$ cat src/rtl/vga_pkg.sv
// Shared types and constants for the VGA framebuffer path.
//
// Contents:
//   pixel_t        one 12-bit pixel, {b[11:8], g[7:4], r[3:0]}
//   pix_group_t    one fetch group of GROUP_PIX pixels, entry i = pixel i
//   fetch_state_t  state encoding of the fetch stage FSM
//   H_ACTIVE, V_ACTIVE, GROUP_PIX, NUM_GROUPS  visible raster geometry
package vga_pkg;

  localparam int H_ACTIVE   = 640;
  localparam int V_ACTIVE   = 480;
  localparam int GROUP_PIX  = 32;
  localparam int NUM_GROUPS = H_ACTIVE / GROUP_PIX;

  typedef logic [11:0] pixel_t;
  typedef pixel_t [GROUP_PIX-1:0] pix_group_t;

  typedef enum logic [1:0] {
    IDLE  = 2'd0,
    FETCH = 2'd1,
    DRAIN = 2'd2
  } fetch_state_t;

endpackage

$ cat src/rtl/vga_fetch_addr.sv
// Combinational framebuffer address calculator: (line, group) -> word
// address of the first pixel of that group.
//
// Ports:
//   y        in  9       line number 0..479
//   x_group  in  5       group index 0..19
//   base     out ADDR_W  FB_BASE + y*LINE_PIX + x_group*GROUP_PIX
//
// A 640-pixel stride is built from two shifts (512 + 128) so no multiplier
// is needed for the standard mode; other strides fall back to a multiply.
// GROUP_PIX must be a power of two.
module vga_fetch_addr #(
  parameter int ADDR_W    = 19,
  parameter int FB_BASE   = 0,
  parameter int LINE_PIX  = 640,
  parameter int GROUP_PIX = 32
) (
  input  logic [8:0]        y,
  input  logic [4:0]        x_group,
  output logic [ADDR_W-1:0] base
);

  localparam int GROUP_SH = $clog2(GROUP_PIX);

  logic [ADDR_W-1:0] y_ext;
  logic [ADDR_W-1:0] g_ext;
  logic [ADDR_W-1:0] line_off;
  logic [ADDR_W-1:0] group_off;

  assign y_ext = ADDR_W'(y);
  assign g_ext = ADDR_W'(x_group);

  generate
    if (LINE_PIX == 640) begin : g_shift_stride
      assign line_off = (y_ext << 9) + (y_ext << 7);
    end else begin : g_mul_stride
      assign line_off = y_ext * ADDR_W'(LINE_PIX);
    end
  endgenerate

  assign group_off = g_ext << GROUP_SH;
  assign base      = ADDR_W'(FB_BASE) + line_off + group_off;

endmodule

$ cat src/rtl/vga_fetch.sv
// Framebuffer fetch stage feeding the VGA scan-out block.
//
// Watches the scan-out fetch tuple (en, x_group, y). Whenever the tuple
// changes to an enabled one, the 32 pixels of that group are read from the
// framebuffer into a shadow buffer. When the tuple is left again (the moment
// the scan-out starts displaying that group) the shadow buffer is published
// on mem_bgr_buf with a one-cycle mem_stb.
//
// Ports:
//   clk, rst            clock, synchronous active-low reset
//   mem_fetch_en        fetch requested for the current tuple
//   mem_fetch_x_group   group index 0..19
//   mem_fetch_y_val     line 0..479
//   fb_req / fb_addr    read request and word address (registered)
//   fb_gnt              request accepted this cycle
//   fb_rvalid/fb_rdata  read response, returned in request order
//   mem_bgr_buf         published group, entry i = pixel i
//   mem_stb             one-cycle publish strobe
//   underrun            sticky: a group was published incomplete
//   fsm_state           current fetch FSM state (observation only)
//
// Read port handshake: a request is transferred in every cycle where
// fb_req && fb_gnt. fb_req/fb_addr stay stable until that happens. Each
// transferred request produces exactly one later fb_rvalid beat, in order.
// fb_rvalid with no request outstanding is ignored.
module vga_fetch
  import vga_pkg::*;
#(
  parameter int ADDR_W    = 19,
  parameter int FB_BASE   = 0,
  parameter int LINE_PIX  = 640,
  parameter int GROUP_PIX = 32
) (
  input  logic               clk,
  input  logic               rst,
  input  logic               mem_fetch_en,
  input  logic [4:0]         mem_fetch_x_group,
  input  logic [8:0]         mem_fetch_y_val,
  output logic               fb_req,
  output logic [ADDR_W-1:0]  fb_addr,
  input  logic               fb_gnt,
  input  logic               fb_rvalid,
  input  logic [11:0]        fb_rdata,
  output pix_group_t         mem_bgr_buf,
  output logic               mem_stb,
  output logic               underrun,
  output fetch_state_t       fsm_state
);

  localparam logic [5:0] FULL = 6'(GROUP_PIX);

  // Previous tuple, updated every cycle.
  logic       prev_en;
  logic [4:0] prev_group;
  logic [8:0] prev_y;

  logic tuple_change;
  logic do_publish;
  logic do_start;

  fetch_state_t      state, state_n;
  logic [5:0]        issue_cnt, issue_n;
  logic [5:0]        ret_cnt, ret_n;
  logic [5:0]        pend_cnt, pend_n;
  logic [ADDR_W-1:0] base_q, base_n, base_in;
  logic              fb_req_n;
  logic [ADDR_W-1:0] fb_addr_n;

  pix_group_t shadow;
  pix_group_t merged;

  logic       grant;
  logic       beat;
  logic       fetch_beat;
  logic [5:0] ret_total;

  // Base address of the incoming tuple; latched on a fetch start.
  vga_fetch_addr #(
    .ADDR_W    (ADDR_W),
    .FB_BASE   (FB_BASE),
    .LINE_PIX  (LINE_PIX),
    .GROUP_PIX (GROUP_PIX)
  ) u_addr (
    .y       (mem_fetch_y_val),
    .x_group (mem_fetch_x_group),
    .base    (base_in)
  );

  assign tuple_change = (mem_fetch_en != prev_en) ||
                        (mem_fetch_en && ((mem_fetch_x_group != prev_group) ||
                                          (mem_fetch_y_val   != prev_y)));
  assign do_publish   = tuple_change && prev_en;
  assign do_start     = tuple_change && mem_fetch_en;

  assign grant      = fb_req && fb_gnt;
  // Outstanding count gates responses: stray beats (e.g. right after reset)
  // cannot corrupt the counters or the shadow buffer.
  assign beat       = fb_rvalid && (pend_cnt != 6'd0);
  // Only beats belonging to the live fetch land in the shadow buffer; beats
  // seen in DRAIN or IDLE belong to an abandoned fetch.
  assign fetch_beat = beat && (state == FETCH);

  assign pend_n    = pend_cnt + {5'd0, grant} - {5'd0, beat};
  assign ret_total = ret_cnt + {5'd0, fetch_beat};

  assign fsm_state = state;

  // Shadow contents as they would look after this cycle's beat, so a beat
  // arriving in the publish cycle is not lost.
  always_comb begin
    merged = shadow;
    if (fetch_beat) begin
      merged[ret_cnt[4:0]] = fb_rdata;
    end
  end

  // Next-state logic. A start always wins: it restarts the counters and
  // either fetches immediately or first drains reads of the old tuple.
  always_comb begin
    state_n = state;
    issue_n = issue_cnt;
    ret_n   = ret_cnt;
    base_n  = base_q;
    if (do_start) begin
      base_n  = base_in;
      issue_n = 6'd0;
      ret_n   = 6'd0;
      state_n = (pend_n == 6'd0) ? FETCH : DRAIN;
    end else if (tuple_change) begin
      // Enable dropped: abandon the fetch; outstanding beats are still
      // counted off by pend_cnt and discarded.
      state_n = IDLE;
    end else begin
      case (state)
        FETCH: begin
          if (grant) begin
            issue_n = issue_cnt + 6'd1;
          end
          if (fetch_beat) begin
            ret_n = ret_cnt + 6'd1;
          end
          if (ret_n == FULL) begin
            state_n = IDLE;
          end
        end
        DRAIN: begin
          if (pend_n == 6'd0) begin
            state_n = FETCH;
          end
        end
        default: begin
        end
      endcase
    end
  end

  // Request outputs are registered: derived from next state so the request
  // for the following address appears right after a grant.
  always_comb begin
    fb_req_n  = (state_n == FETCH) && (issue_n < FULL);
    fb_addr_n = '0;
    if (fb_req_n) begin
      fb_addr_n = base_n + ADDR_W'(issue_n);
    end
  end

  always_ff @(posedge clk) begin
    if (!rst) begin
      prev_en     <= 1'b0;
      prev_group  <= 5'd0;
      prev_y      <= 9'd0;
      state       <= IDLE;
      issue_cnt   <= 6'd0;
      ret_cnt     <= 6'd0;
      pend_cnt    <= 6'd0;
      base_q      <= '0;
      fb_req      <= 1'b0;
      fb_addr     <= '0;
      shadow      <= '0;
      mem_bgr_buf <= '0;
      mem_stb     <= 1'b0;
      underrun    <= 1'b0;
    end else begin
      prev_en    <= mem_fetch_en;
      prev_group <= mem_fetch_x_group;
      prev_y     <= mem_fetch_y_val;
      state      <= state_n;
      issue_cnt  <= issue_n;
      ret_cnt    <= ret_n;
      pend_cnt   <= pend_n;
      base_q     <= base_n;
      fb_req     <= fb_req_n;
      fb_addr    <= fb_addr_n;

      if (fetch_beat) begin
        shadow[ret_cnt[4:0]] <= fb_rdata;
      end

      mem_stb <= do_publish;
      if (do_publish) begin
        mem_bgr_buf <= merged;
        // Unreturned entries keep whatever the shadow held before.
        if (ret_total < FULL) begin
          underrun <= 1'b1;
        end
      end
    end
  end

endmodule

$ cat config.mk
export PLATFORM = sky130hd
export DESIGN_NAME = vga_fetch
export DESIGN_NICKNAME = d
export VERILOG_FILES = /design/src/rtl/vga_pkg.sv /design/src/rtl/vga_fetch_addr.sv /design/src/rtl/vga_fetch.sv
export SDC_FILE = /design/constraint.sdc
export NUM_CORES = 1
export LEC_CHECK = 0
export CORE_MARGIN = 8
export CORE_UTILIZATION = 57
export CTS_BUF_LIST = sky130_fd_sc_hd__clkbuf_2 sky130_fd_sc_hd__clkbuf_4 sky130_fd_sc_hd__clkbuf_8
export DETAILED_ROUTE_END_ITERATION = 8
export GPL_ROUTABILITY_DRIVEN = 0
export MAX_ROUTING_LAYER = met4
export PLACE_DENSITY = 0.88
export SLEW_MARGIN = 20
export SYNTH_ARGS = -nofsm -noshare
export SYNTH_HDL_FRONTEND = slang
export SYNTH_SLANG_ARGS = --single-unit
$ cat constraint.sdc
create_clock -name clk -period 4.9 [get_ports clk]
set_clock_uncertainty 0.15 [all_clocks]
set_input_delay 0.735 -clock clk [delete_from_list [all_inputs] [get_ports clk]]
set_output_delay 0.735 -clock clk [all_outputs]
set_load 0.05 [all_outputs]
==> results of run 1 <==
[kinds of logic (layout without fill, tap and decap cells)]
family,Yosys count,in the layout,share of synthesized area [%]
other cells,0,1,0
mux,392,392,12.1
buf+inv,286,723,3.71
simple gates,1005,1005,15.7
fa+ha+maj,43,43,1.74
flops,844,844,51.8
compound gates,461,461,13.5
xor+xnor,51,51,1.37
[synth_stat cells, types with 2 or more instances]
master	instances
dfxtp_1	844
nand2_1	450
nor2b_1	400
mux2i_1	390
o211a_1	386
clkbuf_1	176
buf_2	79
nor2_1	40
ha_1	39
and2_1	37
xor2_1	33
inv_1	24
a21oi_1	23
xnor2_1	18
and3_1	16
nand3_1	15
nor3_1	10
o21ai_0	10
nor2_2	6
nor3b_1	6
a21o_1	5
o211ai_1	5
o21bai_1	5
a21boi_0	4
buf_6	4
fa_1	4
o2111ai_1	4
a211oi_2	3
nand2b_1	3
nor4_2	3
or2_2	3
or3_1	3
a211oi_1	2
and2_4	2
and3b_1	2
buf_4	2
nand4_1	2
nand4_4	2
o31ai_1	2
[per-stage QoR]
step / total power [mW] / util [%]
finish: 15.5 / 70.6
global route: 16.0 / 70.6
CTS: 15.6 / 70.5
detailed placement: 9.53 / 65.7
global placement: 9.44 / 65.7
floorplan: 8.81 / -
[sequential cells by signal, indices dropped and copies added, names as in the netlist, 2 cells and up]
register     count
fsm_state        2
fb_addr         19
shadow         384
mem_bgr_buf    384
issue_cnt        6
prev_group       5
ret_cnt          6
base_q          19
pend_cnt         6
prev_y           9
[area by class of cell]
class                   count  area (µm²)  area share, %
repair buffers            473        4720           11.8
inverters                  25        93.8          0.235
flip-flops and latches    844       16900           42.4
clock buffers             202        2510           6.30
multi-input cells        1952       14500           36.4
clock inverters            23         203          0.508
diodes                      1        2.50        0.00628
well taps                 756         946           2.37
[placed cells by master (no fill, tap or decap), types with 26 or more instances in the layout]
| cell type | netlist | layout |
|---|---|---|
| dfxtp_1 | 844 | 844 |
| nor2b_1 | 400 | 400 |
| nand2_1 | 450 | 450 |
| mux2i_1 | 390 | 390 |
| ha_1 | 39 | 39 |
| o211a_1 | 386 | 386 |
| clkbuf_8 | 0 | 159 |
| nor2_1 | 40 | 40 |
| xor2_1 | 33 | 33 |
| buf_4 | 2 | 26 |
| clkbuf_4 | 0 | 43 |
| and2_1 | 37 | 37 |
| clkdlybuf4s50_1 | 0 | 425 |
[routing by layer]
metal	share of wire [%]	GRT usage, %
met1	42	32.3
met4	3.1	11.0
met3	6.0	4.86
met2	49	44.7
met5	0	-
[critical path, cell delays in order]
cell and delay, ns:
clkdlybuf4s50_1 0.52, xor2_1 0.21, nor4_2 0.42, nand4_4 0.18, buf_4 0.21, nand2_1 0.09
buf_4 0.24, buf_4 0.29, nand2_1 0.09, nand2_1 0.10, ha_1 0.29, o21ai_0 0.87
nor2b_1 0.15, xnor2_1 0.19, a211oi_2 0.22
[path summary, 6_finish.rpt]
kind / to / start / slack (ns) / cells after the start
setup / recovery: fb_addr[11] / mem_fetch_y_val[0] / 0.60 / 15
hold / removal: base_q[4] / base_q[4] / 0.33 / 1
setup reg to reg: fb_addr[11] / prev_y[6] / 0.83 / 14
hold reg to reg: base_q[4] / base_q[4] / 0.33 / 1
[power breakdown]
group,leakage [nW],switching [mW],internal (mW)
logic,13.2,1.41,0.741
clock network,1.43,2.69,3.37
registers,6.87,0.175,7.09
==> key figures, run 1 <==
Run status
  • Outcome: finished clean

Timing
  • Fin Hold WS: between 0.3 and 0.4 ns
  • Slew @ Worst Pin: roughly 1.3 ns
  • Tmin final: 4.30 ns
  • Setup TNS Final: 0 ns
  • Rel. slew slack: roughly 16%
  • Fin. Hold Viols: 0
  • Fraction of the cycle the final worst path needs: 87.7%
  • Unrepaired setup endpoints after global routing: false
  • Pins Over Slew Limit: 0
  • Final setup margin: roughly 0.60 ns
  • Endpoints failing setup: 0
  • Max Fclk: roughly 230 MHz

Clock tree
  • # hold bufs at CTS: 0
  • Root Buffer: clkbuf_8
  • Clock Latency Late Sink: 0.77 ns
  • CTS tree: done
  • Post_cts resized: 0
  • CTS Buf Count: approximately 140
  • Clock-pin slew on the worst setup and hold paths: about 0.06 ns
  • H-tree levels: 4
  • Post-CTS setup buffers: 0
  • CTS sink cnt: about 840
  • Clock Path Buffers: 3

Logic synthesis
  • Predominant post-synthesis flop cell: dfxtp_1
  • Post-Syn Area per Cell: between 10 and 15 µm²
  • Syn Inst Count: ~3,100
  • Synth cell types: ~60
  • Netlist Area Pre-Place: roughly 33,000 µm²
  • FF+latch count, synth: about 840
  • Synth area leaders: dfxtp_1 52%, mux2i_1 12%, o211a_1 12%, nor2b_1 7.7%, nand2_1 5.2%
  • Area share of the largest cell type after synthesis: 51.8%
  • Post-synth EDFFs: 0
  • Synth area leader: dfxtp_1
  • Seq/Total Area, Yosys: roughly half
  • Post-synth ARST share: 0%
  • Synth warn: 0
  • Post-Syn Nets: around 3,200

Setup path
  • Crit path kind: in -> reg
  • Worst endpoint data arrival time: 4.83 ns
  • Worst Path Required: 5.44 ns
  • Crit start category: input pin
  • Crit-path max FO: 22
  • CP Capture Type: register

Pwr
  • Static Leakage: around 22 nW
  • Max rail drop VDD: about 0.42 mV
  • Power density over cell area: about 390 nW/µm²

Global routing
  • Initial antenna violation count: 0
  • First-pass GRT wire length: 135 mm
  • Number of global-route vias before repair: about 24,000
  • Largest net degree at the start of global routing: approximately 200
  • Tot GR Track Use: a little over a quarter
  • GRT Residual Overflow: 0

Layout
  • Non-filler cells in the finished layout: 4,276
  • FILL cells: around 3,900
  • Share of layout cells above drive strength 1: under 10%
  • Layout area overhead: 22.3%
  • Final #Nets: around 3,500
  • Post-route cell area: 39,900 µm²

Die
  • Row count: just under 90
  • Core area: around 56,000 µm²
  • Chip height: 255 µm
  • Initial Util: 57.7%
  • Die Wd: roughly 260 µm
  • # IOs: about 440
  • Die area: about 65,000 µm²

Place
  • Dpl cell area: between 30,000 and 40,000 µm²
  • Dpl cells: 4,049
  • PortBufs: roughly 440
  • Post-detail-place hpwl: approximately 55 mm
  • DP Worst Slack: -0.117 ns

Routing
  • DRT iter0 DRCs: 1,863
  • WL final: 88.6 mm
  • Via density: roughly 5.6
  • DRC: 0
  • DR vias: roughly 24,000
  • Mean routed wirelength per cell: about 21 µm
  • DR pass1 iterations: 7
  • Antenna Nets Post-Route: 0

Worst hold path
  • Worst hold-check path type: reg -> reg

Job
  • Max-cap violations: 0
No activity file was read; power rests on OpenSTA's default activity.
==> run 2: changes to the inputs <==
Settings changed: CORE_UTILIZATION 57 to 54, PLACE_DENSITY 0.88 to 0.85.
==> run 2 against run 1 <==
Compared with the run above: clock power is 1% higher; sequential cell count did not move; routed wire length down 4.2%; die area increased by 5.2%; maximum frequency increased by 6.4%; combinational power decreased by 2%; count of clock-buffer cells in the layout is 2 higher; non-clock buffer count decreased by 1; sequential power about the same; global-route usage fell by 2.3 points; register-to-register slack better by 0.22 ns; first-iteration DRC count fell by 5.7%.
==> key figures, run 2 (synthesis gave the netlist of run 1 again) <==
Run status
  • Outcome: finished clean (unchanged)

Clock tree
  • CTS Buf Count: 134 (was 136)
  • CTS sink cnt: 844 (unchanged)
  • Clock-pin slew on the worst setup and hold paths: 0.06 ns (about the same)
  • Clock Latency Late Sink: 0.77 ns (about the same)
  • Clock Path Buffers: 3 (unchanged)
  • # hold bufs at CTS: 0 (unchanged)
  • Post-CTS setup buffers: 0 (unchanged)
  • Post_cts resized: 0 (unchanged)
  • CTS tree: done (unchanged)
  • H-tree levels: 4 (unchanged)
  • Root Buffer: clkbuf_8 (unchanged)

Layout
  • Finished Core Util: 66.6% (was 70.6%)
  • Final #Nets: 3,503 (was 3,506)
  • Commonest non-fill, non-tap cell in the layout: dfxtp_1 (unchanged)
  • Layout area overhead: 22.5% (was 22.3%)
  • Largest registers: mem_bgr_buf: 384 flops, shadow: 384 flops (unchanged)
  • Share of layout cells above drive strength 1: 8.66% (was 8.64%)
  • Most frequent cells in the layout: 844 x dfxtp_1, 450 x nand2_1, 425 x clkdlybuf4s50_1, 400 x nor2b_1, 390 x mux2i_1 (unchanged)

Die
  • Chip height: 262 µm (was 255 µm)
  • Row count: 90 (was 87)
  • Die area: 68,500 µm² (was 65,100 µm²)
  • Die Wd: 262 µm (was 255 µm)
  • Initial Util: 54.3% (was 57.7%)
  • # IOs: 439 (unchanged)
  • Core area: 60,000 µm² (was 56,500 µm²)

Routing
  • Mean routed wirelength per cell: 19.7 µm (was 20.7 µm)
  • DRC: 0 (unchanged)
  • Antenna Nets Post-Route: 0 (unchanged)
  • WL final: 84.8 mm (was 88.6 mm)
  • Via density: 5.44 (was 5.60)
  • DR pass1 iterations: 8 (was 7)
  • DR vias: 23,400 (was 23,900)
  • DRT iter0 DRCs: 1,757 (was 1,863)

Job
  • Max-cap violations: 0 (unchanged)

Setup path
  • Crit path kind: in -> reg (unchanged)
  • Slowest stage cell, crit path: clkdlybuf4s50_1 (was o21ai_0)
  • CP Launch Point: mem_fetch_y_val[8] (was mem_fetch_y_val[0])
  • CP Capture Type: register (unchanged)
  • Cell Chain, Critical Path: clkdlybuf4s50_1, xor2_1, nor4_2, nand4_4, a21boi_4, nand2_1, mux2i_1, nor2_1, buf_4, fa_1, a21o_1, a21oi_1, o21bai_1, a21oi_1, buf_4, nor3_1, and3_1, nor3_4 (was clkdlybuf4s50_1, xor2_1, nor4_2, nand4_4, buf_4, nand2_1, buf_4, buf_4, nand2_1, nand2_1, ha_1, o21ai_0, nor2b_1, xnor2_1, a211oi_2)
  • Max incr delay on CP: 0.51 ns (was 0.87 ns)
  • Crit-path max FO: 9 (was 22)
  • Crit start category: input pin (unchanged)
  • Worst endpoint data arrival time: 4.58 ns (was 4.83 ns)
  • Worst Path Required: 5.45 ns (was 5.44 ns)
  • Worst R2R Start: prev_group[4] (was prev_y[6])
  • Reg2reg setup slack: 1.05 ns (was 0.83 ns)

Timing
  • Fin. Hold Viols: 0 (unchanged)
  • Fraction of the cycle the final worst path needs: 82.4% (was 87.7%)
  • Rel. slew slack: 20.9% (was 16.2%)
  • Endpoints failing setup: 0 (unchanged)
  • Max Fclk: 248 MHz (was 233 MHz)
  • Fin Hold WS: 0.330 ns (was 0.328 ns)
  • Unrepaired setup endpoints after global routing: false (unchanged)
  • Slew @ Worst Pin: 1.19 ns (was 1.26 ns)
  • Pins Over Slew Limit: 0 (unchanged)
  • Tmin final: 4.04 ns (was 4.30 ns)
  • Setup TNS Final: 0 ns (unchanged)

Pwr
  • Power density over cell area: 388 nW/µm² (about the same)
  • Final Power: 15.5 mW (about the same)
  • Static Leakage: 21.6 nW (was 21.5 nW)
  • Max rail drop VDD: 0.283 mV (was 0.415 mV)

Global routing
  • First-pass GRT wire length: 129 mm (was 135 mm)
  • Largest net degree at the start of global routing: 163 (was 198)
  • Initial antenna violation count: 3 (was 0)
  • GRT Residual Overflow: 0 (unchanged)
  • Tot GR Track Use: 24.7% (was 27.0%)
  • Number of global-route vias before repair: 22,800 (was 24,300)

Worst hold path
  • Worst hold-check path type: reg -> reg (unchanged)
  • Hold Startpoint: base_q[0] (was base_q[4])

Place
  • PortBufs: 438 (unchanged)
  • Post-detail-place hpwl: 51.9 mm (was 54.9 mm)
run 2: power breakdown:
part           internal [mW]  switching [mW]  total, mW
Sequential              7.09           0.162       7.25
Clock                   3.39            2.74       6.14
Combinational          0.737            1.37       2.11
run 2: through the flow:
| stage | cell area [µm²] | setup WS [ns] | std cells |
|---|---|---|---|
| after floorplan | 32600 | 0.748 | 3082 |
| after global placement | 37200 | 0.218 | 4075 |
| after detailed placement | 37200 | 0.170 | 4075 |
| after CTS | 39900 | 0.931 | 4302 |
| after global routing | 39900 | 0.654 | 4303 |
| final | 39900 | 0.862 | 4303 |
run 2: worst paths after layout:
check | to | depth (start not counted)
worst min register to register | base_q[0] | 1
worst max register to register | fb_addr[18] | 17
worst max-delay path | fb_addr[18] | 18
worst min-delay path | base_q[0] | 1
run 2: routing by layer:
| metal | routed length (µm) | global-route usage [%] |
|---|---|---|
| met1 | 36500 | 29.8 |
| met2 | 40500 | 39.8 |
| met3 | 5560 | 6.35 |
| met4 | 2340 | 8.91 |
| met5 | 0 | - |
run 2: cell type report:
class	instances	area, µm²
clock inverters	23	206
repair buffers	472	4710
fillers	4607	20100
clock buffers	204	2560
inverters	25	93.8
diodes	1	2.50
multi-input cells	1952	14500
well taps	782	978
flip-flops and latches	844	16900
run 2: critical path, delay by kind of cell:
kind,cells,cell delay [ns]
xor+xnor,1,0.21
fa+ha+maj,1,0.45
simple gates,7,1.26
buf+inv,3,0.84
mux,1,0.19
compound gates,5,0.86
